### config.mk
export PLATFORM = sky130hd
export DESIGN_NAME = bp_me_dram_dma_arbiter_flat
export DESIGN_NICKNAME = d
export VERILOG_FILES = /design/src/rtl/bp_me_dram_dma_arbiter_if.sv /design/src/rtl/bp_me_dram_dma_arbiter.sv /design/src/flat_wrapper.sv
export SDC_FILE = /design/constraint.sdc
export NUM_CORES = 1
export LEC_CHECK = 0
export CORE_AREA = 10 10 252 254
export CTS_CLUSTER_DIAMETER = 150
export DETAILED_ROUTE_END_ITERATION = 8
export DIE_AREA = 0 0 262 264
export PLACE_DENSITY = 0.36
export SLEW_MARGIN = 40
export SYNTH_ARGS = -nofsm -noshare
export SYNTH_HDL_FRONTEND = slang
export SYNTH_SLANG_ARGS = --single-unit
### constraint.sdc
create_clock -name clk_i -period 2.65 [get_ports clk_i]
set_input_delay 0.53 -clock clk_i [delete_from_list [all_inputs] [get_ports clk_i]]
set_output_delay 0.53 -clock clk_i [all_outputs]
set_load 0.005 [all_outputs]
### src/rtl/bp_me_dram_dma_arbiter_if.sv
// Slice-side and DRAM-side streams of the DRAM DMA arbiter.
// slave = arbiter view, master = slices plus DRAM together.
interface bp_me_dram_dma_arbiter_if #(
    parameter int num_slices_p   = 2,
    parameter int header_width_p = 64,
    parameter int data_width_p   = 64
);
    logic [num_slices_p*header_width_p-1:0] slice_cmd_header_i;
    logic [num_slices_p-1:0]                slice_cmd_write_i;
    logic [num_slices_p-1:0]                slice_cmd_header_v_i;
    logic [num_slices_p-1:0]                slice_cmd_header_yumi_o;
    logic [num_slices_p*data_width_p-1:0]   slice_cmd_data_i;
    logic [num_slices_p-1:0]                slice_cmd_data_v_i;
    logic [num_slices_p-1:0]                slice_cmd_data_yumi_o;
    logic [header_width_p-1:0]              slice_resp_header_o;
    logic [num_slices_p-1:0]                slice_resp_header_v_o;
    logic [num_slices_p-1:0]                slice_resp_header_ready_i;
    logic [data_width_p-1:0]                slice_resp_data_o;
    logic [num_slices_p-1:0]                slice_resp_data_v_o;
    logic [num_slices_p-1:0]                slice_resp_data_ready_i;
    logic [header_width_p-1:0]              dram_cmd_header_o;
    logic                                   dram_cmd_header_v_o;
    logic                                   dram_cmd_header_yumi_i;
    logic [data_width_p-1:0]                dram_cmd_data_o;
    logic                                   dram_cmd_data_v_o;
    logic                                   dram_cmd_data_yumi_i;
    logic [header_width_p-1:0]              dram_resp_header_i;
    logic                                   dram_resp_header_v_i;
    logic                                   dram_resp_header_ready_o;
    logic [data_width_p-1:0]                dram_resp_data_i;
    logic                                   dram_resp_data_v_i;
    logic                                   dram_resp_data_ready_o;

    modport slave (
        input  slice_cmd_header_i, slice_cmd_write_i, slice_cmd_header_v_i,
        output slice_cmd_header_yumi_o,
        input  slice_cmd_data_i, slice_cmd_data_v_i,
        output slice_cmd_data_yumi_o,
        output slice_resp_header_o, slice_resp_header_v_o,
        input  slice_resp_header_ready_i,
        output slice_resp_data_o, slice_resp_data_v_o,
        input  slice_resp_data_ready_i,
        output dram_cmd_header_o, dram_cmd_header_v_o,
        input  dram_cmd_header_yumi_i,
        output dram_cmd_data_o, dram_cmd_data_v_o,
        input  dram_cmd_data_yumi_i,
        input  dram_resp_header_i, dram_resp_header_v_i,
        output dram_resp_header_ready_o,
        input  dram_resp_data_i, dram_resp_data_v_i,
        output dram_resp_data_ready_o
    );

    modport master (
        output slice_cmd_header_i, slice_cmd_write_i, slice_cmd_header_v_i,
        input  slice_cmd_header_yumi_o,
        output slice_cmd_data_i, slice_cmd_data_v_i,
        input  slice_cmd_data_yumi_o,
        input  slice_resp_header_o, slice_resp_header_v_o,
        output slice_resp_header_ready_i,
        input  slice_resp_data_o, slice_resp_data_v_o,
        output slice_resp_data_ready_i,
        input  dram_cmd_header_o, dram_cmd_header_v_o,
        output dram_cmd_header_yumi_i,
        input  dram_cmd_data_o, dram_cmd_data_v_o,
        output dram_cmd_data_yumi_i,
        output dram_resp_header_i, dram_resp_header_v_i,
        input  dram_resp_header_ready_o,
        output dram_resp_data_i, dram_resp_data_v_i,
        input  dram_resp_data_ready_o
    );
endinterface

### src/rtl/bp_me_dram_dma_arbiter.sv
// Shares one DRAM stream link among L2 slice DMA ports; reads tracked in an order FIFO.
// Define BP_ME_DMA_ARB_FIXED_PRIORITY_EN for lowest-index-wins command arbitration.
module bp_me_dram_dma_arbiter #(
    parameter int num_slices_p      = 2,
    parameter int header_width_p    = 64,
    parameter int data_width_p      = 64,
    parameter int block_words_p     = 8,
    parameter int max_outstanding_p = 4
) (
    input logic clk_i,
    input logic reset_i,
    bp_me_dram_dma_arbiter_if.slave bus
);
    localparam int SW = $clog2(num_slices_p);
    localparam int PW = $clog2(max_outstanding_p);
    localparam int CW = $clog2(block_words_p);

    typedef enum logic {e_idle, e_wr_data} state_e;

    state_e state_r, state_n;
    logic [SW-1:0] gnt, wr_slice_r;
    logic [CW-1:0] cmd_cnt_r, resp_cnt_r;
    logic [SW-1:0] fifo_mem [max_outstanding_p];
    logic [PW-1:0] rd_ptr_r, wr_ptr_r, nxt_ptr;
    logic [PW:0] count_r;
    logic [max_outstanding_p-1:0] taken_r;
    logic [num_slices_p-1:0] elig;
    logic full, empty, cmd_any, hdr_hs, data_v, data_hs, cmd_last, push;
    logic [SW-1:0] d, d_nxt;
    logic active, hdr_head, hdr_next, hdr_ok, resp_last, data_ok;
    logic rhdr_hs, rdata_hs, pop;
    logic [PW-1:0] hdr_slot;

    assign full  = count_r == (PW+1)'(max_outstanding_p);
    assign empty = count_r == '0;

    always_comb begin
        for (int i = 0; i < num_slices_p; i++) begin
            elig[i] = bus.slice_cmd_header_v_i[i]
                    & (bus.slice_cmd_write_i[i] | ~full);
        end
    end

`ifdef BP_ME_DMA_ARB_FIXED_PRIORITY_EN
    always_comb begin
        gnt = '0;
        for (int i = num_slices_p - 1; i >= 0; i--) begin
            if (elig[i]) gnt = SW'(i);
        end
    end
`else
    logic [SW-1:0] rr_r;
    logic found;

    always_comb begin
        gnt = rr_r;
        found = 1'b0;
        for (int k = 0; k < num_slices_p; k++) begin
            if (!found && elig[(int'(rr_r) + k) % num_slices_p]) begin
                gnt = SW'((int'(rr_r) + k) % num_slices_p);
                found = 1'b1;
            end
        end
    end

    always_ff @(posedge clk_i) begin
        if (reset_i) begin
            rr_r <= '0;
        end else if (hdr_hs) begin
            rr_r <= (int'(gnt) == num_slices_p - 1) ? '0 : gnt + 1'b1;
        end
    end
`endif

    // Command side: header arbitration, then a locked write-data burst
    assign cmd_any  = ~reset_i & (state_r == e_idle) & (|elig);
    assign hdr_hs   = cmd_any & bus.dram_cmd_header_yumi_i;
    assign push     = hdr_hs & ~bus.slice_cmd_write_i[gnt];
    assign data_v   = ~reset_i & (state_r == e_wr_data)
                    & bus.slice_cmd_data_v_i[wr_slice_r];
    assign data_hs  = data_v & bus.dram_cmd_data_yumi_i;
    assign cmd_last = cmd_cnt_r == CW'(block_words_p - 1);

    assign bus.dram_cmd_header_o =
        bus.slice_cmd_header_i[int'(gnt)*header_width_p +: header_width_p];
    assign bus.dram_cmd_header_v_o = cmd_any;
    assign bus.slice_cmd_header_yumi_o =
        hdr_hs ? (num_slices_p'(1) << gnt) : '0;
    assign bus.dram_cmd_data_o =
        bus.slice_cmd_data_i[int'(wr_slice_r)*data_width_p +: data_width_p];
    assign bus.dram_cmd_data_v_o = data_v;
    assign bus.slice_cmd_data_yumi_o =
        data_hs ? (num_slices_p'(1) << wr_slice_r) : '0;

    always_comb begin
        state_n = state_r;
        unique case (state_r)
            e_idle: begin
                if (hdr_hs && bus.slice_cmd_write_i[gnt]) state_n = e_wr_data;
            end
            e_wr_data: begin
                if (data_hs && cmd_last) state_n = e_idle;
            end
            default: state_n = e_idle;
        endcase
    end

    // Response side: a header may run one entry ahead only toward the same slice
    assign nxt_ptr  = rd_ptr_r + 1'b1;
    assign d        = fifo_mem[rd_ptr_r];
    assign d_nxt    = fifo_mem[nxt_ptr];
    assign active   = ~reset_i & ~empty;
    assign hdr_head = ~taken_r[rd_ptr_r];
    assign hdr_next = taken_r[rd_ptr_r] & (count_r > (PW+1)'(1))
                    & (d_nxt == d) & ~taken_r[nxt_ptr];
    assign hdr_ok   = active & (hdr_head | hdr_next);
    assign hdr_slot = hdr_head ? rd_ptr_r : nxt_ptr;

    assign bus.slice_resp_header_o = bus.dram_resp_header_i;
    assign bus.slice_resp_header_v_o =
        (hdr_ok & bus.dram_resp_header_v_i) ? (num_slices_p'(1) << d) : '0;
    assign bus.dram_resp_header_ready_o =
        hdr_ok & bus.slice_resp_header_ready_i[d];
    assign rhdr_hs = bus.dram_resp_header_ready_o & bus.dram_resp_header_v_i;

    // The block's last beat cannot retire its entry ahead of its header
    assign resp_last = resp_cnt_r == CW'(block_words_p - 1);
    assign data_ok   = active & (~resp_last | taken_r[rd_ptr_r]
                                 | (rhdr_hs & hdr_head));

    assign bus.slice_resp_data_o = bus.dram_resp_data_i;
    assign bus.slice_resp_data_v_o =
        (data_ok & bus.dram_resp_data_v_i) ? (num_slices_p'(1) << d) : '0;
    assign bus.dram_resp_data_ready_o =
        data_ok & bus.slice_resp_data_ready_i[d];
    assign rdata_hs = bus.dram_resp_data_ready_o & bus.dram_resp_data_v_i;
    assign pop      = rdata_hs & resp_last;

    always_ff @(posedge clk_i) begin
        if (push) fifo_mem[wr_ptr_r] <= gnt;
    end

    always_ff @(posedge clk_i) begin
        if (reset_i) begin
            state_r    <= e_idle;
            wr_slice_r <= '0;
            cmd_cnt_r  <= '0;
            resp_cnt_r <= '0;
            rd_ptr_r   <= '0;
            wr_ptr_r   <= '0;
            count_r    <= '0;
            taken_r    <= '0;
        end else begin
            state_r <= state_n;
            if (hdr_hs && bus.slice_cmd_write_i[gnt]) begin
                wr_slice_r <= gnt;
                cmd_cnt_r  <= '0;
            end else if (data_hs) begin
                cmd_cnt_r <= cmd_cnt_r + 1'b1;
            end
            if (rdata_hs) resp_cnt_r <= resp_cnt_r + 1'b1;
            if (push) wr_ptr_r <= wr_ptr_r + 1'b1;
            if (pop) rd_ptr_r <= nxt_ptr;
            count_r <= count_r + (PW+1)'(push) - (PW+1)'(pop);
            if (rhdr_hs) taken_r[hdr_slot] <= 1'b1;
            if (pop) taken_r[rd_ptr_r] <= 1'b0;
        end
    end
endmodule

### src/flat_wrapper.sv
// flat-port wrapper written by rule: the top's interface ports become plain ports
module bp_me_dram_dma_arbiter_flat 
#(
    parameter int num_slices_p      = 2,
    parameter int header_width_p    = 64,
    parameter int data_width_p      = 64,
    parameter int block_words_p     = 8,
    parameter int max_outstanding_p = 4
)
  (clk_i, reset_i, bus_slice_cmd_header_i, bus_slice_cmd_write_i, bus_slice_cmd_header_v_i, bus_slice_cmd_header_yumi_o, bus_slice_cmd_data_i, bus_slice_cmd_data_v_i, bus_slice_cmd_data_yumi_o, bus_slice_resp_header_o, bus_slice_resp_header_v_o, bus_slice_resp_header_ready_i, bus_slice_resp_data_o, bus_slice_resp_data_v_o, bus_slice_resp_data_ready_i, bus_dram_cmd_header_o, bus_dram_cmd_header_v_o, bus_dram_cmd_header_yumi_i, bus_dram_cmd_data_o, bus_dram_cmd_data_v_o, bus_dram_cmd_data_yumi_i, bus_dram_resp_header_i, bus_dram_resp_header_v_i, bus_dram_resp_header_ready_o, bus_dram_resp_data_i, bus_dram_resp_data_v_i, bus_dram_resp_data_ready_o);
  bp_me_dram_dma_arbiter_if #(.num_slices_p(num_slices_p), .header_width_p(header_width_p), .data_width_p(data_width_p)) bus_i ();
  input logic clk_i;
  input logic reset_i;
  input wire logic [$bits(bus_i.slice_cmd_header_i)-1:0] bus_slice_cmd_header_i;
  input wire logic [$bits(bus_i.slice_cmd_write_i)-1:0] bus_slice_cmd_write_i;
  input wire logic [$bits(bus_i.slice_cmd_header_v_i)-1:0] bus_slice_cmd_header_v_i;
  output wire logic [$bits(bus_i.slice_cmd_header_yumi_o)-1:0] bus_slice_cmd_header_yumi_o;
  input wire logic [$bits(bus_i.slice_cmd_data_i)-1:0] bus_slice_cmd_data_i;
  input wire logic [$bits(bus_i.slice_cmd_data_v_i)-1:0] bus_slice_cmd_data_v_i;
  output wire logic [$bits(bus_i.slice_cmd_data_yumi_o)-1:0] bus_slice_cmd_data_yumi_o;
  output wire logic [$bits(bus_i.slice_resp_header_o)-1:0] bus_slice_resp_header_o;
  output wire logic [$bits(bus_i.slice_resp_header_v_o)-1:0] bus_slice_resp_header_v_o;
  input wire logic [$bits(bus_i.slice_resp_header_ready_i)-1:0] bus_slice_resp_header_ready_i;
  output wire logic [$bits(bus_i.slice_resp_data_o)-1:0] bus_slice_resp_data_o;
  output wire logic [$bits(bus_i.slice_resp_data_v_o)-1:0] bus_slice_resp_data_v_o;
  input wire logic [$bits(bus_i.slice_resp_data_ready_i)-1:0] bus_slice_resp_data_ready_i;
  output wire logic [$bits(bus_i.dram_cmd_header_o)-1:0] bus_dram_cmd_header_o;
  output wire logic [$bits(bus_i.dram_cmd_header_v_o)-1:0] bus_dram_cmd_header_v_o;
  input wire logic [$bits(bus_i.dram_cmd_header_yumi_i)-1:0] bus_dram_cmd_header_yumi_i;
  output wire logic [$bits(bus_i.dram_cmd_data_o)-1:0] bus_dram_cmd_data_o;
  output wire logic [$bits(bus_i.dram_cmd_data_v_o)-1:0] bus_dram_cmd_data_v_o;
  input wire logic [$bits(bus_i.dram_cmd_data_yumi_i)-1:0] bus_dram_cmd_data_yumi_i;
  input wire logic [$bits(bus_i.dram_resp_header_i)-1:0] bus_dram_resp_header_i;
  input wire logic [$bits(bus_i.dram_resp_header_v_i)-1:0] bus_dram_resp_header_v_i;
  output wire logic [$bits(bus_i.dram_resp_header_ready_o)-1:0] bus_dram_resp_header_ready_o;
  input wire logic [$bits(bus_i.dram_resp_data_i)-1:0] bus_dram_resp_data_i;
  input wire logic [$bits(bus_i.dram_resp_data_v_i)-1:0] bus_dram_resp_data_v_i;
  output wire logic [$bits(bus_i.dram_resp_data_ready_o)-1:0] bus_dram_resp_data_ready_o;
  assign bus_i.slice_cmd_header_i = bus_slice_cmd_header_i;
  assign bus_i.slice_cmd_write_i = bus_slice_cmd_write_i;
  assign bus_i.slice_cmd_header_v_i = bus_slice_cmd_header_v_i;
  assign bus_slice_cmd_header_yumi_o = bus_i.slice_cmd_header_yumi_o;
  assign bus_i.slice_cmd_data_i = bus_slice_cmd_data_i;
  assign bus_i.slice_cmd_data_v_i = bus_slice_cmd_data_v_i;
  assign bus_slice_cmd_data_yumi_o = bus_i.slice_cmd_data_yumi_o;
  assign bus_slice_resp_header_o = bus_i.slice_resp_header_o;
  assign bus_slice_resp_header_v_o = bus_i.slice_resp_header_v_o;
  assign bus_i.slice_resp_header_ready_i = bus_slice_resp_header_ready_i;
  assign bus_slice_resp_data_o = bus_i.slice_resp_data_o;
  assign bus_slice_resp_data_v_o = bus_i.slice_resp_data_v_o;
  assign bus_i.slice_resp_data_ready_i = bus_slice_resp_data_ready_i;
  assign bus_dram_cmd_header_o = bus_i.dram_cmd_header_o;
  assign bus_dram_cmd_header_v_o = bus_i.dram_cmd_header_v_o;
  assign bus_i.dram_cmd_header_yumi_i = bus_dram_cmd_header_yumi_i;
  assign bus_dram_cmd_data_o = bus_i.dram_cmd_data_o;
  assign bus_dram_cmd_data_v_o = bus_i.dram_cmd_data_v_o;
  assign bus_i.dram_cmd_data_yumi_i = bus_dram_cmd_data_yumi_i;
  assign bus_i.dram_resp_header_i = bus_dram_resp_header_i;
  assign bus_i.dram_resp_header_v_i = bus_dram_resp_header_v_i;
  assign bus_dram_resp_header_ready_o = bus_i.dram_resp_header_ready_o;
  assign bus_i.dram_resp_data_i = bus_dram_resp_data_i;
  assign bus_i.dram_resp_data_v_i = bus_dram_resp_data_v_i;
  assign bus_dram_resp_data_ready_o = bus_i.dram_resp_data_ready_o;
  bp_me_dram_dma_arbiter #(.num_slices_p(num_slices_p), .header_width_p(header_width_p), .data_width_p(data_width_p), .block_words_p(block_words_p), .max_outstanding_p(max_outstanding_p)) u_core (.clk_i(clk_i), .reset_i(reset_i), .bus(bus_i));
endmodule
==> results of run 1 <==
## stage by stage
stage / power (mW) / hold WS (ns) / area (µm²) / setup WS, ns
after detailed placement: 1.70 / 0.457 / 8700 / -1.03
after CTS: 2.44 / 0.471 / 9560 / -0.482
after floorplan: 0.921 / 0.439 / 4240 / 0.00393
final: 2.38 / 0.468 / 9590 / -0.354
after global routing: 2.52 / 0.489 / 9590 / -0.449
after global placement: 1.71 / 0.446 / 8700 / -1.01
## synth_stat cells (2+ instances only)
cell,instances
a221o_1,2
and3_1,2
a21oi_1,3
a31oi_1,4
nand2b_1,2
and2_1,7
nor2b_1,2
ha_1,16
mux2i_1,9
clkbuf_1,10
a21boi_1,2
mux2_1,40
edfxtp_1,4
o21ai_0,2
buf_4,134
nand2_1,10
nor3_1,2
dfxtp_1,22
buf_2,4
o211ai_1,2
nand3_1,3
nor2_1,18
mux2_2,89
xor2_1,3
inv_1,18
a211oi_1,4
mux4_2,4
xnor2_1,2
## metal layers
layer / share of wire / wire [µm] / track usage
met4: 0.021 / 646 / 0.0224
met1: 0.33 / 10200 / 0.0777
met2: 0.50 / 15500 / 0.150
met3: 0.14 / 4330 / 0.0517
met5: 0.0027 / 83 / 0.0102
## report_power, final
group          internal, mW  switching, mW  total [mW]  leakage (nW)
clock network         0.301          0.153       0.455        0.0511
logic                  1.05          0.455        1.51          3.50
registers             0.411        0.00992       0.421         0.216
## logic make-up (layout without fill, tap and decap cells)
family	Yosys count	in the layout	share of synthesized area
AND/OR/NAND/NOR	51	51	0.0634
AO/OA/AOI/OAI	37	37	0.0733
buffers and inverters	168	517	0.272
multiplexers	143	143	0.394
adder cells (fa/ha/maj)	17	17	0.0526
XOR/XNOR	5	5	0.0105
flip-flops	26	26	0.134
## worst paths after layout
check,cells past startpoint,from,endpoint,slack [ns]
hold reg to reg,2,u_core.cmd_cnt_r[1],u_core.cmd_cnt_r[1],0.47
setup / recovery,10,bus_slice_cmd_write_i[1],bus_dram_cmd_header_o[2],-0.35
setup reg to reg,10,u_core.rd_ptr_r[0],u_core.count_r[1],0
hold / removal,2,u_core.cmd_cnt_r[1],u_core.cmd_cnt_r[1],0.47
## state kept, by name (all words and copies together), names as in the netlist, named ones only
name               flops
u_core.cmd_cnt_r       3
u_core.count_r         3
u_core.fifo_mem        4
u_core.rd_ptr_r        2
u_core.resp_cnt_r      3
u_core.rr_r            1
u_core.state_r         1
u_core.taken_r         4
u_core.wr_ptr_r        2
u_core.wr_slice_r      1
## what timing repair did
| action | in CTS | in global routing |
|---|---|---|
| gates cloned | 7 | 0 |
| gates resized for setup | 424 | 16 |
| pin swaps | 17 | 12 |
| buffers inserted | 25 | 4 |
| setup endpoints to repair | 77 | 77 |
## area by class of cell
cell class                 count  area, µm²  share of cell area
clock buffer                   3       75.1             0.00783
tap                          773        967               0.101
sequential                    26        566              0.0590
inverter                      19       71.3             0.00744
multi-input combinational    253       2820               0.294
clock inverter                 1       30.0             0.00313
timing repair buffer         494       5060               0.528
## tightest hold or removal path: cells and delay by family (launching register included)
family	cells	cell delay [ns]
AOI/OAI and AO/OA	1	0.05
and+or+nand+nor	1	0.05
DFF	1	0.32
==> results.ini, run 1 <==
[floorplan]
die-area_mm2=0.0692
boundaryPins=668
row_count=89
initial_utilization=0.0715
coreArea_mm2=0.0585
die_h_um=264
die_w_um=262

[placement]
post-dp-hpwl_mm=26.8
place.port_buffers=411
place.gp.congestion=0.754
place_inst=1533

[worst_setup_path]
cp_cell_sequence=buf_6, or4b_4, a211oi_4, a21o_4, buf_6, buf_6, buf_16, buf_12, mux2_4, buf_6
cp_top_family=buffers and inverters
cpMaxStageDelayCell=or4b_4
cpMostUsedCell=buf_6
critPathArrivalTime_ns=2.47
critPathBufInv=6
worstSetupStartpointType=primary input
critical_path_class=in -> out
end_kind=primary output
crit_required_ns=2.12
path_max_fanout=4
cpPeakStageDelay_ns=0.54

[cts]
numClockSinks=26
clockBufferDepth=2
cts_buffers=3
clk_latency_ns=0.27
cts_tree=built
clockRootBuffer=clkbuf_16
clkSlewWorstSetupHoldPaths_ns=0.07
htree_levels=1
hold_buffers=0

[run_status]
status=complete, but fails checks
violations=negative setup slack

[drt]
drc=0
viasPerCell=2.90
drtAntennaViolNets=0
vias=4545
firstDrtPassIters=4
post_drt_wl_per_cell_um=19.6
drt-total-wl_mm=30.7
drtIter0Drc=128

[cells_and_area]
diodes=0
post-route-util=0.164
layout_common_cells=clkdlybuf4s50_1, mux2_2, buf_6
final_layout_size_suffix_gt1_frac=0.403
n_fill_cell=6531
final_common_cell=clkdlybuf4s50_1
fin_nets=1214
area_growth_pct=129
fin_cells=1569

[logic_synthesis]
yosysTopAreaCellShare=0.241
avgSynthCellArea_um2=9.36
synth_seq_cells=26
syn_nets=864
netlist_area_mm2=0.00418
ys_types=55
ys_seq_area_frac=0.134
ys.flop_type=dfxtp_1
async_flop_share=0
synth_top_cell_by_area=buf_4
ys_warn_count=0
yosys-top-cells-area=buf_4, mux2_2, mux2_1
synth_edf_count=4
netlist_instances=447

[sta]
drv_slew=0
skew_ns=0.00268
setup-tns-final_ns=-19.69
setup_viol=68
tightestPinTransition_ns=0.357
slew_headroom=0.756
setup_slack_ns=-0.354
rsz0062_at_grt=yes
period_needed_ns=3.00
min_period_over_period=1.13
fmax_mhz=333
hold_violations=0

[pwr]
pwr_density_cell_mw_per_mm2=249
leakagePower_nw=3.77
ir_drop_v=0.000180

[job]
maxCapViolations=0

[grt]
grt_max_degree=39
grt.overflow.total=0
grt_pass1_vias=5488
grt_pass1_wl_mm=41.5
grtUsageTotal=0.0838
grt_antenna_before_repair=4

[min_path]
hp-class=reg -> reg

No activity file was read; power rests on OpenSTA's default activity.
==> run 2: changes to the inputs <==
==> constraint.sdc (replaced) <==
create_clock -name clk_i -period 2.65 [get_ports clk_i]
set_input_delay 0.53 -clock clk_i [delete_from_list [all_inputs] [get_ports clk_i]]
set_output_delay 0.53 -clock clk_i [all_outputs]
set_load 0.02 [all_outputs]
==> run 2 against run 1 <==
Net effect:
- first-iteration DRC count fell by 10%
- setup slack got worse by 0.085 ns
- the run still ends with negative setup slack left
- largest power group unchanged
- register-to-register slack got worse by 0.06 ns
- total power up 12%
- die area unchanged
- global-route usage fell by 0.37 points
- routed wire length fell by 3.5%
- clock-buffer cell count stayed put
- sequential share of layout area is 0.12 points lower
==> results.ini, run 2 (same netlist as run 1, synthesis figures left out) <==
[run_status]
status=complete, but fails checks
violations=negative setup slack

[sta]
drv_slew=0
tightestPinTransition_ns=0.388
setup_slack_ns=-0.439
timing.hold.ws_ns=0.462
slew_headroom=0.734
skew_ns=0.00266
rsz0062_at_grt=yes
hold_violations=0
setup_viol=72
min_period_over_period=1.17
fmax_mhz=324
period_needed_ns=3.09
setup-tns-final_ns=-22.67

[placement]
place.port_buffers=411
place_inst=1534
placed_area_mm2=0.00870
post-dp-hpwl_mm=25.8
place.gp.congestion=0.722
place_ws_ns=-1.08

[floorplan]
die_w_um=262
boundaryPins=668
row_count=89
die-area_mm2=0.0692
initial_utilization=0.0715
coreArea_mm2=0.0585
die_h_um=264

[drt]
post_drt_wl_per_cell_um=18.8
wl_met1_mm=10.6
drtAntennaViolNets=0
firstDrtPassIters=4
drt-total-wl_mm=29.7
viasPerCell=2.91
routed.top_layer=met5
wl_met2_mm=14.3
drtIter0Drc=115
vias=4602
route.met3.wl_mm=4.10
drc=0

[cells_and_area]
fin_nets=1225
postLayoutCellArea_mm2=0.00981
final_layout_size_suffix_gt1_frac=0.423
diodes=0
post-route-util=0.168
n_fill_cell=6554
fin_cells=1580
multi_input_area_mm2=0.00286
seq_area_um2=567
layout_common_cells=clkdlybuf4s50_1, buf_6, mux2_2
final_common_cell=clkdlybuf4s50_1
top_regs=u_core.fifo_mem x4, u_core.taken_r x4
area_growth_pct=135

[pwr]
finalPower_mw=2.67
ir_drop_v=0.000153
pwr_density_cell_mw_per_mm2=272
leakagePower_nw=3.90

[cts]
clockBufferDepth=2
clk_latency_ns=0.27
cts_tree=built
cts_buffers=3
clockRootBuffer=clkbuf_16
clkSlewWorstSetupHoldPaths_ns=0.07
htree_levels=1
hold_buffers=0
numClockSinks=26

[grt]
grt_pass1_vias=5390
grt.overflow.total=0
grtUsageTotal=0.0801
grt_antenna_before_repair=2
grt_max_degree=35
grt_pass1_wl_mm=40.1

[worst_setup_path]
path_max_fanout=6
critical_path_class=in -> out
end_kind=primary output
worstSetupStartpointType=primary input
critPathArrivalTime_ns=2.56
crit_required_ns=2.12
r2r_setup_slack_ns=-0.06

[min_path]
hp-class=reg -> reg

[job]
maxCapViolations=0

run 2: metal layers:
metal / GRT usage / up-vias
li1: - / 2155
met1: 0.0828 / 2040
met2: 0.134 / 360
met3: 0.0481 / 41
met4: 0.0205 / 6
met5: 0.0124 / -
run 2: layout make-up:
cell class,count,share of cell area
Clock buffer,3,0.00765
Timing Repair Buffer,505,0.534
Tap cell,773,0.0986
Multi-Input combinational cell,253,0.291
Sequential cell,26,0.0578
Clock inverter,1,0.00306
Inverter,19,0.00778
run 2: critical path, cell delays in order:
cell and delay, ns:
buf_6 0.09, or4b_4 0.56, a211oi_4 0.26, a21o_4 0.19, buf_8 0.12, buf_12 0.10
buf_12 0.11, buf_16 0.13, mux2_4 0.32, buf_6 0.14
run 2: final timing paths:
kind                                                   to  cells past startpoint                      from
worst max-delay path            bus_dram_cmd_header_o[27]                     10  bus_slice_cmd_write_i[1]
worst min-delay path                  u_core.cmd_cnt_r[2]                      2       u_core.cmd_cnt_r[2]
worst max register to register          u_core.count_r[1]                     12         u_core.count_r[1]
worst min register to register        u_core.cmd_cnt_r[2]                      2       u_core.cmd_cnt_r[2]
run 2: repair_timing:
action                                  CTS  global route
pin swaps                                 8            13
gates cloned                              6             0
resized for setup                       512            51
endpoints found under the setup margin   78            74
setup buffers                            33            10
run 2: power breakdown:
part,switching (mW),internal [mW]
combinational,0.673,1.12
clock,0.152,0.301
sequential,0.00891,0.411
==> run 3: changes to the inputs <==
HOLD_SLACK_MARGIN = 0.08   (was not set)
PLACE_DENSITY = 0.37   (was 0.36)
==> run 3 against run 2 <==
Net effect:
- the flow still finishes with violations (negative setup slack)
- setup slack gained 0.084 ns
- utilization is 0.066 points lower
- die area is the same
- via count down 1.2%
- largest cell class unchanged
- critical path type is now reg -> out
==> results.ini, run 3 (same netlist as run 1, synthesis figures left out) <==
[floorplan]
die_w_um=262
row_count=89
initial_utilization=0.0715
die-area_mm2=0.0692
coreArea_mm2=0.0585
die_h_um=264
boundaryPins=668

[placement]
place.gp.congestion=0.729
placed_area_mm2=0.00868
post-dp-hpwl_mm=22.2
place.port_buffers=411

[grt]
grtUsageTotal=0.0692
grt_pass1_vias=5198
grt.overflow.total=0
grt_pass1_wl_mm=35.5
grt_max_degree=68
grt_antenna_before_repair=0

[worst_setup_path]
reg2reg_to=u_core.taken_r[0]
r2r_start=u_core.rd_ptr_r[0]
critical_path_class=reg -> out
rr_worst_depth=11
critPathArrivalTime_ns=2.48
path_max_fanout=2
crit_required_ns=2.12
r2r_setup_slack_ns=-0.05
worstSetupStartpointType=flip-flop
end_kind=primary output

[cells_and_area]
top_regs=u_core.fifo_mem x4, u_core.taken_r x4
final_common_cell=clkdlybuf4s50_1
postLayoutCellArea_mm2=0.00977
layout_common_cells=clkdlybuf4s50_1, buf_6, mux2_4
post-route-util=0.167
diodes=0
final_layout_size_suffix_gt1_frac=0.421
area_growth_pct=134
fin_nets=1223

[sta]
setup-tns-final_ns=-20.08
hold_violations=0
rsz0062_at_grt=yes
setup_viol=71
fmax_mhz=333
drv_slew=0
min_period_over_period=1.13
tightestPinTransition_ns=0.364
skew_ns=0.00358
slew_headroom=0.751
period_needed_ns=3.01
setup_slack_ns=-0.355
timing.hold.ws_ns=0.465

[cts]
clockBufferDepth=2
cts_tree=built
htree_levels=1
clockRootBuffer=clkbuf_16
clkSlewWorstSetupHoldPaths_ns=0.07
cts_buffers=3
numClockSinks=26
hold_buffers=0
clk_latency_ns=0.27

[drt]
firstDrtPassIters=4
vias=4548
post_drt_wl_per_cell_um=16.5
drt-total-wl_mm=26.0
drtAntennaViolNets=0
drc=0
viasPerCell=2.88
drtIter0Drc=76

[run_status]
status=complete, but fails checks
violations=negative setup slack

[min_path]
hp-class=reg -> reg
hold_end=u_core.cmd_cnt_r[2]
hp-start=u_core.cmd_cnt_r[2]
worstHoldPathCells=2

[job]
maxCapViolations=0

[pwr]
ir_drop_v=0.000181
leakagePower_nw=3.87
pwr_density_cell_mw_per_mm2=260
finalPower_mw=2.54

-- run 3: repair_timing --
action	4_1_cts	5_1_grt
cloned	7	0
buffers inserted	34	10
pin swaps	11	12
setup endpoints to repair	78	78
resized for setup	513	45
-- run 3: cell type report --
class                   count  area, µm²
repair buffers            503       5210
clock buffers               3       75.1
flip-flops and latches     26        567
fillers                  6542      48700
inverters                  19       71.3
multi-input cells         253       2880
clock inverters             1       3.75
well taps                 773        967
-- run 3: report_power, final --
| part | leakage, nW | switching (mW) | total, mW | internal, mW |
|---|---|---|---|---|
| clock network | 0.0385 | 0.146 | 0.349 | 0.203 |
| registers | 0.217 | 0.00813 | 0.419 | 0.411 |
| logic | 3.62 | 0.662 | 1.77 | 1.11 |
| total | 3.87 | 0.816 | 2.54 | 1.73 |
-- run 3: per-layer routing --
metal	up-vias	GRT usage	part of all wire
met5	-	0.0131	0.0040
met4	2	0.0225	0.021
met3	36	0.0454	0.15
met2	317	0.120	0.50
met1	2045	0.0635	0.33
li1	2148	-	-
-- run 3: how the worst max path moves through the flow --
stage / from / cells after the start / end / slack, ns
detailed placement: bus_slice_cmd_write_i[1] / 7 / bus_dram_cmd_header_o[28] / -1.10
finish: u_core.rd_ptr_r[0] / 9 / bus_slice_resp_header_v_o[0] / -0.36
CTS: u_core.count_r[1] / 9 / bus_dram_cmd_header_o[63] / -0.48
global route: bus_slice_cmd_write_i[1] / 9 / bus_dram_cmd_header_o[10] / -0.45
floorplan: bus_slice_cmd_write_i[1] / 6 / bus_dram_cmd_header_o[16] / -0.03
global placement: bus_slice_cmd_write_i[1] / 7 / bus_dram_cmd_header_o[41] / -1.08
-- run 3: metrics by stage --
stage	setup slack [ns]	std cells
2_1_floorplan	-0.0340	447
3_3_place_gp	-1.08	1530
3_5_place_dp	-1.10	1530
4_1_cts	-0.477	1574
5_1_grt	-0.451	1578
6_report	-0.355	1578
-- run 3: worst max-delay path, stage by stage (launching register included) --
cell     delay, ns
dfxtp_2       0.33
inv_2         0.05
ha_4          0.27
mux4_2        0.49
a311o_1       0.36
buf_4         0.15
o31ai_4       0.19
buf_4         0.15
and2_4        0.12
buf_6         0.11
